## config.mk

```make
export PLATFORM = sky130hd
export DESIGN_NAME = max7219_frame_sequencer
export DESIGN_NICKNAME = d
export VERILOG_FILES = /design/src/rtl/max7219_frame_sequencer.sv
export SDC_FILE = /design/constraint.sdc
export NUM_CORES = 1
export LEC_CHECK = 0
export CORE_ASPECT_RATIO = 0.5
export CORE_MARGIN = 2
export CORE_UTILIZATION = 45
export CTS_BUF_LIST = sky130_fd_sc_hd__clkbuf_2
export DETAILED_ROUTE_END_ITERATION = 12
export GPL_ROUTABILITY_DRIVEN = 0
export PLACE_DENSITY_LB_ADDON = 0.2
export SETUP_SLACK_MARGIN = 0.5
export SLEW_MARGIN = 0
export SYNTH_ARGS = -nofsm -noshare
export SYNTH_HDL_FRONTEND = slang
export SYNTH_SLANG_ARGS = --single-unit
export TNS_END_PERCENT = 20
```

## constraint.sdc

```tcl
create_clock -name i_Clk -period 4.91 [get_ports i_Clk]
set_clock_uncertainty 0.05 [all_clocks]
set_input_delay 0.7365 -clock i_Clk [delete_from_list [all_inputs] [get_ports i_Clk]]
set_output_delay 0.7365 -clock i_Clk [all_outputs]
set_load 0.05 [all_outputs]
```

## src/rtl/max7219_frame_sequencer.sv

```systemverilog
// rtl/max7219_frame_sequencer.sv - MAX7219 init broadcast and periodic row refresh sequencer
module max7219_frame_sequencer #(
  parameter int         DISP_ROWS    = 1,
  parameter int         DISP_COLUMNS = 1,
  parameter int         CLK_FREQ_HZ  = 100_000_000,
  parameter int         REFRESH_HZ   = 10,
  parameter logic [3:0] INTENSITY    = 4'h8
) (
  input  logic                                              i_Clk,
  input  logic                                              i_Rst,
  input  logic                                              i_Enable,
  input  logic [0:7][DISP_ROWS-1:0][DISP_COLUMNS-1:0][15:0] i_DataStream,
  output logic [15:0]                                       o_Word,
  output logic                                              o_Word_Valid,
  input  logic                                              i_Word_Ready,
  input  logic                                              i_Shifter_Idle,
  output logic                                              o_Load,
  output logic                                              o_Frame_Done,
  output logic                                              o_Busy
);

  localparam int N     = DISP_ROWS * DISP_COLUMNS;
  localparam int P     = CLK_FREQ_HZ / REFRESH_HZ;
  localparam int DEV_W = $clog2(N) + 1;
  localparam int TMR_W = $clog2(P);

  localparam logic [DEV_W-1:0] DEV_LAST    = DEV_W'(N - 1);
  localparam logic [TMR_W-1:0] TMR_LAST    = TMR_W'(P - 1);
  localparam logic [2:0]       CMD_LAST    = 3'd4;
  localparam logic [2:0]       STREAM_LAST = 3'd7;

  typedef enum logic [2:0] {
    ST_IDLE,
    ST_INIT_WORD,
    ST_INIT_LOAD,
    ST_WAIT,
    ST_ROW_WORD,
    ST_ROW_LOAD
  } state_t;

  state_t r_State;
  state_t w_State_Next;

  logic [DEV_W-1:0] r_Dev;
  logic [DEV_W-1:0] w_Dev_Next;
  logic [2:0]       r_Stream;
  logic [2:0]       w_Stream_Next;
  logic [2:0]       r_Cmd;
  logic [2:0]       w_Cmd_Next;
  logic             r_Frame_Done;
  logic             w_Frame_Done_Next;
  logic             w_Capture;

  logic [TMR_W-1:0] r_Timer;
  logic             r_Pending;
  logic             w_Tick;

  logic [0:7][DISP_ROWS-1:0][DISP_COLUMNS-1:0][15:0] r_Snapshot;
  logic [N*16-1:0] w_RowFlat;
  logic [15:0]     w_RowWord;
  logic [15:0]     w_InitWord;

  // Init command table: {4'h0, register address, data}
  function automatic logic [15:0] f_InitWord(input logic [2:0] i_Idx);
    case (i_Idx)
      3'd0:    f_InitWord = {4'h0, 4'hF, 8'h00};
      3'd1:    f_InitWord = {4'h0, 4'hB, 8'h07};
      3'd2:    f_InitWord = {4'h0, 4'h9, 8'h00};
      3'd3:    f_InitWord = {4'h0, 4'hA, 4'h0, INTENSITY};
      3'd4:    f_InitWord = {4'h0, 4'hC, 8'h01};
      default: f_InitWord = 16'h0000;
    endcase
  endfunction

  // Device d = r*DISP_COLUMNS + c sits at flat word offset d inside one stream
  assign w_RowFlat    = r_Snapshot[r_Stream];
  assign w_RowWord    = w_RowFlat[int'(r_Dev)*16 +: 16];
  assign w_InitWord   = f_InitWord(r_Cmd);
  assign w_Tick       = (r_State != ST_IDLE) && (r_Timer == TMR_LAST);
  assign o_Busy       = (r_State != ST_IDLE);
  assign o_Frame_Done = r_Frame_Done;

  // Next-state, counter and output decode
  always_comb begin
    w_State_Next      = r_State;
    w_Dev_Next        = r_Dev;
    w_Stream_Next     = r_Stream;
    w_Cmd_Next        = r_Cmd;
    w_Frame_Done_Next = 1'b0;
    w_Capture         = 1'b0;
    o_Word            = 16'h0000;
    o_Word_Valid      = 1'b0;
    o_Load            = 1'b0;

    case (r_State)
      ST_IDLE: begin
        w_Dev_Next    = '0;
        w_Stream_Next = '0;
        w_Cmd_Next    = '0;
        if (i_Enable) begin
          w_State_Next = ST_INIT_WORD;
          w_Dev_Next   = DEV_LAST;
        end
      end

      ST_INIT_WORD: begin
        o_Word       = w_InitWord;
        o_Word_Valid = 1'b1;
        if (i_Word_Ready) begin
          if (r_Dev == '0) begin
            w_State_Next = ST_INIT_LOAD;
          end else begin
            w_Dev_Next = r_Dev - 1'b1;
          end
        end
      end

      ST_INIT_LOAD: begin
        // Latch only once the shifter has drained every accepted bit
        if (i_Shifter_Idle) begin
          o_Load     = 1'b1;
          w_Dev_Next = DEV_LAST;
          if (r_Cmd == CMD_LAST) begin
            // First frame follows init directly, without waiting for a tick
            w_State_Next  = ST_ROW_WORD;
            w_Cmd_Next    = '0;
            w_Stream_Next = '0;
            w_Capture     = 1'b1;
          end else begin
            w_State_Next = ST_INIT_WORD;
            w_Cmd_Next   = r_Cmd + 1'b1;
          end
        end
      end

      ST_WAIT: begin
        if (!i_Enable) begin
          w_State_Next = ST_IDLE;
        end else if (r_Pending || w_Tick) begin
          w_State_Next  = ST_ROW_WORD;
          w_Dev_Next    = DEV_LAST;
          w_Stream_Next = '0;
          w_Capture     = 1'b1;
        end
      end

      ST_ROW_WORD: begin
        o_Word       = w_RowWord;
        o_Word_Valid = 1'b1;
        if (i_Word_Ready) begin
          if (r_Dev == '0) begin
            w_State_Next = ST_ROW_LOAD;
          end else begin
            w_Dev_Next = r_Dev - 1'b1;
          end
        end
      end

      ST_ROW_LOAD: begin
        if (i_Shifter_Idle) begin
          o_Load     = 1'b1;
          w_Dev_Next = DEV_LAST;
          if (r_Stream == STREAM_LAST) begin
            w_State_Next      = ST_WAIT;
            w_Stream_Next     = '0;
            w_Frame_Done_Next = 1'b1;
          end else begin
            w_State_Next  = ST_ROW_WORD;
            w_Stream_Next = r_Stream + 1'b1;
          end
        end
      end

      default: begin
        w_State_Next = ST_IDLE;
      end
    endcase
  end

  // State, counter and frame-done registers
  always_ff @(posedge i_Clk or posedge i_Rst) begin
    if (i_Rst) begin
      r_State      <= ST_IDLE;
      r_Dev        <= '0;
      r_Stream     <= '0;
      r_Cmd        <= '0;
      r_Frame_Done <= 1'b0;
    end else begin
      r_State      <= w_State_Next;
      r_Dev        <= w_Dev_Next;
      r_Stream     <= w_Stream_Next;
      r_Cmd        <= w_Cmd_Next;
      r_Frame_Done <= w_Frame_Done_Next;
    end
  end

  // Free-running refresh timer; ticks outside WAIT collapse into one pending flag
  always_ff @(posedge i_Clk or posedge i_Rst) begin
    if (i_Rst) begin
      r_Timer   <= '0;
      r_Pending <= 1'b0;
    end else if (r_State == ST_IDLE) begin
      r_Timer   <= '0;
      r_Pending <= 1'b0;
    end else begin
      r_Timer <= (r_Timer == TMR_LAST) ? '0 : r_Timer + 1'b1;
      if (r_State == ST_WAIT) begin
        r_Pending <= 1'b0;
      end else if (w_Tick) begin
        r_Pending <= 1'b1;
      end
    end
  end

  // Frame snapshot so that stream changes mid-frame only show up next frame
  always_ff @(posedge i_Clk or posedge i_Rst) begin
    if (i_Rst) begin
      r_Snapshot <= '0;
    end else if (w_Capture) begin
      r_Snapshot <= i_DataStream;
    end
  end

endmodule

```

==> impl_metrics.ini, run 1 <==
[status]
status = finished, final reports clean

[floorplanning]
rows = 35
initial_utilization = 0.459
fp.dieArea_um2 = 19900
die_height_um = 101
ioPinCount = 153
fp.dieW_um = 198
core_area_um2 = 18400

[final_layout]
diodes = 0
drive_above_1_share = 0.286
area_growth_pct = 21.1
layout.nets = 866

[clock_network]
cts_made_buffers = 17
cts_tree = yes
cts.hold.buffers_added = 0
cts-root-buf = clkbuf_2
htree_levels = 4
cts_setup_buffers = 0
clock_latency_ns = 0.72
clkSinkCount = 163
clkTransAtPathRegs_ns = 0.23
cts_buffer_depth = 2

[setup_path]
crit_fanout = 14
crit_end = o_Word[10]
r2r-start = r_Cmd[0]
arrival_ns = 3.47
crit_path_end_kind = output pin
startpoint_type = flop
r2r_slack_ns = 2.05
crit_path_start = r_Stream[0]
reg2regPathDepth = 8
critPathRequiredTime_ns = 4.12
r2r_end = r_Snapshot[24]
critPathKind = flop to output pin

[synth]
synth-main-ff-cell = dfrtp_1
post-synth-top-area-cell = dfrtp_1
synth_cell_type_count = 50
syn_avg_cell_area_um2 = 14.6
yosysMostFrequentCell = dfrtp_1
postSynth.asyncResetShare = 1.00
synth-seq-cells = 163
yosysSeqAreaShare = 0.483
synthCells = 579
yosys_warnings = 0
synth_commonest_cells = dfrtp_1, mux2_4, nor2_1
synthTopCellsByArea = dfrtp_1, mux2_4, mux4_2
synth-edff-count = 0
synth_top_area_frac = 0.483
synth.net_count = 720
synth_area_um2 = 8440

[timing]
worst_pin_slew_ns = 0.936
setup_viol = 0
setup_slack_ns = 0.658
rsz0062_at_grt = yes
maxSlewHeadroom = 0.376
slew_viol_final = 0
period_share = 0.866
finalHoldViolCount = 0
tns_ns = 0
clock.fmax_mhz = 235
layout_min_cycle_time_ns = 4.25

[drt]
routed_wl_um = 18000
vias_per_cell = 5.10
drtPass1Iterations = 4
drt-initial-drc-count = 239
vias = 4992
wire_per_inst_um = 18.4
drc_errors = 0
antenna_left = 0

[placed_design]
post-dp-hpwl_um = 12900
port_buffers = 152
place_ws_ns = 1.29

[power_and_ir_drop]
p_seq_frac = 0.492
p_int_w = 0.00198
power_density_nw_per_um2 = 303
peakVddDrop_mv = 0.140
p_leak_nw = 4.91
power_switching_w = 0.00112
swShare = 0.362
clkPwrFrac = 0.218
comb_power_share = 0.290

[global_route]
overflow = 0
grt_pass1_vias = 5257
grt_pass1_wl_um = 28700
track_usage = 0.191
grt_max_degree = 138
antenna_found_initial = 0

[job]
maxCapViolations = 0

[min_path]
hp-class = primary input to asynchronous set/reset pin
power groups by stage:
stage | clock, W | sequential (W) | combinational [W]
3_5_place_dp | 0 | 0.00154 | 0.000897
2_1_floorplan | 0 | 0.00146 | 0.000645
4_1_cts | 0.000700 | 0.00152 | 0.000903
6_report | 0.000676 | 0.00152 | 0.000898
5_1_grt | 0.000756 | 0.00154 | 0.000969
3_3_place_gp | 0 | 0.00154 | 0.000892
per-stage QoR:
| step | instance area (um^2) | power (W) | utilization | std cells | hold slack [ns] |
|---|---|---|---|---|---|
| after floorplan | 8440 | 0.00211 | - | 579 | 0.419 |
| after global routing | 10200 | 0.00326 | 0.556 | 978 | 0.343 |
| after CTS | 10200 | 0.00312 | 0.556 | 978 | 0.318 |
| after global placement | 10000 | 0.00243 | 0.544 | 946 | 0.438 |
| final | 10200 | 0.00310 | 0.556 | 978 | 0.364 |
| after detailed placement | 10000 | 0.00244 | 0.544 | 946 | 0.441 |
layer usage:
metal,global-route usage,wire length [um],vias to the layer above
met2,0.309,8570,95
met3,0.0388,705,13
li1,-,-,2383
met4,0.0521,151,0
met1,0.266,8570,2501
met5,0,0,-
registers in the layout, indices dropped and copies added, names as in the netlist:
signal and cells:
r_Stream 3, r_Pending 1, o_Frame_Done 1, r_Snapshot 128
r_State 3, r_Timer 24, r_Cmd 3
critical path, cell delays in order (launching register included):
cell             delay [ns]
dfrtp_2                0.71
buf_4                  0.35
mux4_2                 0.52
mux2i_1                0.22
o21ai_0                0.18
clkdlybuf4s50_1        0.75
final cells by class:
cell class              instances  area [um^2]
clock buffers                  19         95.1
clock inverters                13          111
fillers                      1542         8170
inverters                      10         41.3
multi-input cells             372         3990
flip-flops and latches        163         4080
well taps                     240          300
repair buffers                161         1600
how the worst min path moves through the flow:
stage	start	end	slack, ns	depth (start not counted)
global route	i_Rst	r_Snapshot[18]	0.34	2
global placement	r_Snapshot[120]	r_Snapshot[120]	0.44	1
CTS	i_Rst	r_Snapshot[2]	0.32	2
finish	i_Rst	r_Timer[21]	0.36	2
floorplan	r_Timer[0]	r_Timer[0]	0.42	1
detailed placement	r_Snapshot[29]	r_Snapshot[29]	0.44	1
logic make-up (layout without fill, tap and decap cells):
logic type | after synthesis | count (layout) | share of synthesized area
XOR/XNOR | 21 | 21 | 0.0218
flip-flops | 163 | 163 | 0.483
AND/OR/NAND/NOR | 126 | 126 | 0.0774
multiplexers | 180 | 180 | 0.331
buffers and inverters | 44 | 203 | 0.0455
adder cells (fa/ha/maj) | 8 | 8 | 0.0119
AO/OA/AOI/OAI | 37 | 37 | 0.0295
cell usage in the layout, fill, tap and decap left out, types with 4 or more instances in the layout:
| cell | synthesis | routed |
|---|---|---|
| nand2b_1 | 5 | 4 |
| nor2_1 | 40 | 40 |
| mux2_4 | 120 | 120 |
| xnor2_1 | 6 | 6 |
| dfrtp_1 | 163 | 161 |
| a21oi_1 | 6 | 6 |
| o21ai_0 | 10 | 10 |
| nand4_1 | 7 | 7 |
| clkinvlp_4 | 0 | 6 |
| inv_1 | 10 | 9 |
| ha_1 | 8 | 8 |
| nor3_1 | 9 | 9 |
| nand3_1 | 11 | 11 |
| clkdlybuf4s50_1 | 0 | 152 |
| mux2i_1 | 19 | 19 |
| and3_1 | 7 | 7 |
| and2_1 | 6 | 6 |
| buf_4 | 0 | 8 |
| nand2_1 | 25 | 25 |
| mux2_2 | 11 | 11 |
| clkbuf_2 | 0 | 19 |
| xor2_1 | 15 | 15 |
| mux4_2 | 30 | 30 |
timing repair:
| item | CTS | global route |
|---|---|---|
| endpoints found under the hold margin | 0 | 0 |
| gates resized for setup | 1 | 1 |
| setup endpoints to repair | 2 | 3 |
| pin swaps | 0 | 0 |
Power figures use the tool's default switching activity.
==> run 2: changes to the inputs <==
==> constraint.sdc (replaced) <==
create_clock -name i_Clk -period 4.35 [get_ports i_Clk]
set_clock_uncertainty 0.05 [all_clocks]
set_input_delay 0.6525 -clock i_Clk [delete_from_list [all_inputs] [get_ports i_Clk]]
set_output_delay 0.6525 -clock i_Clk [all_outputs]
set_load 0.05 [all_outputs]
==> run 2 against run 1 <==
  * Worst hold slack lost 0.023 ns
  * Largest power group unchanged
  * Power grew 15%
  * Die area is the same
  * Count of clock-buffer cells in the layout shrank 2
  * Combinational power grew 18%
==> impl_metrics.ini, run 2 (synthesis gave the netlist of run 1 again) <==
[timing]
worst_pin_slew_ns = 0.861
maxSlewHeadroom = 0.425
layout_min_cycle_time_ns = 3.85
slew_viol_final = 0
clock.fmax_mhz = 260
finalHoldViolCount = 0
period_share = 0.886
setup_viol = 0
rsz0062_at_grt = yes
tns_ns = 0

[clock_network]
cts_buffer_depth = 2
cts-root-buf = clkbuf_2
htree_levels = 4
cts_made_buffers = 17
cts_tree = yes
cts.hold.buffers_added = 0
clkTransAtPathRegs_ns = 0.27
clkSinkCount = 163
clock_latency_ns = 0.72

[placed_design]
port_buffers = 152
dp.cells = 950
post-dp-hpwl_um = 13300

[floorplanning]
fp.dieArea_um2 = 19900
ioPinCount = 153
rows = 35
die_height_um = 101
fp.dieW_um = 198
initial_utilization = 0.459
core_area_um2 = 18400

[final_layout]
top_regs = r_Snapshot: 128 flops, r_Timer: 24 flops
drive_above_1_share = 0.298
largest_register_ffs = 128
num-fill-cells = 1540
final_cells = 988
layout_common_cells = dfrtp_1, clkdlybuf4s50_1, mux2_4, nor2_1, mux4_2
area_growth_pct = 22.8
final_util = 0.563
layout.nets = 876
final_common_cell = dfrtp_1
top_register = r_Snapshot
diodes = 0

[drt]
routed_wl_um = 18100
antenna_left = 0
drt-initial-drc-count = 194
wire_per_inst_um = 18.4
vias_per_cell = 5.21
drc_errors = 0
vias = 5147
drtPass1Iterations = 5

[setup_path]
critPathRequiredTime_ns = 3.65
startpoint_type = flop
crit_path_end_kind = output pin
critPathKind = flop to output pin
arrival_ns = 3.15
crit_fanout = 12

[power_and_ir_drop]
peakVddDrop_mv = 0.158
power_density_nw_per_um2 = 343
p_leak_nw = 5.06

[global_route]
grt_pass1_vias = 5343
track_usage = 0.192
antenna_found_initial = 0
overflow = 0
grt_max_degree = 81
grt_pass1_wl_um = 28900

[status]
status = finished, final reports clean

[job]
maxCapViolations = 0

[min_path]
hp-class = primary input to asynchronous set/reset pin
-- run 2: worst paths after layout --
kind                                       start        endpoint  slack, ns  cells after the start
worst min register to register        r_Timer[0]      r_Timer[0]       0.49                      1
max in group asynchronous                  i_Rst  r_Snapshot[53]       3.00                      3
worst max-delay path                  r_State[0]      o_Word[11]       0.50                      5
min in group i_Clk              i_DataStream[87]  r_Snapshot[87]       0.46                      2
worst max register to register          r_Cmd[0]  r_Snapshot[15]       1.79                      8
worst min-delay path                       i_Rst     r_Timer[15]       0.34                      2
-- run 2: what timing repair did --
item / in CTS / in global routing
resized for setup: 7 / 3
endpoints found under the setup margin: 17 / 15
buffers inserted: 6 / 0
-- run 2: per-layer routing --
layer	vias up	track usage	part of all wire	wire, um
met1	2615	0.258	0.46	8300
met5	-	0	0	0
met2	106	0.319	0.49	8870
met4	0	0.0486	0.011	196
met3	13	0.0435	0.043	778
li1	2413	-	-	-
-- run 2: critical path: stages (launching register included) --
cell	delay [ns]
dfrtp_1	0.68
inv_1	0.18
nor2_1	0.26
nand2b_1	0.19
o22ai_1	0.28
clkdlybuf4s50_1	0.86
-- run 2: area by class of cell --
cell class,instances,area [um^2],area share
Inverter,10,41.3,0.00398
Clock buffer,17,85.1,0.00821
Multi-Input combinational cell,372,3990,0.385
Sequential cell,163,4090,0.394
Tap cell,240,300,0.0290
Clock inverter,15,146,0.0141
Timing Repair Buffer,171,1720,0.166
-- run 2: through the flow --
step	worst slack [ns]	power (W)	hold WS, ns	cell area, um^2
after floorplan	1.32	0.00238	0.419	8440
after global placement	0.920	0.00276	0.437	10100
after detailed placement	0.841	0.00277	0.439	10100
after CTS	0.383	0.00359	0.315	10400
after global routing	0.205	0.00376	0.306	10400
final	0.497	0.00355	0.341	10400
-- run 2: power breakdown --
group          switching [W]  total, W  internal (W)  leakage, nW
sequential          0.000119   0.00171       0.00159         2.26
clock               0.000614  0.000792      0.000178        0.133
combinational       0.000588   0.00106      0.000468         2.66
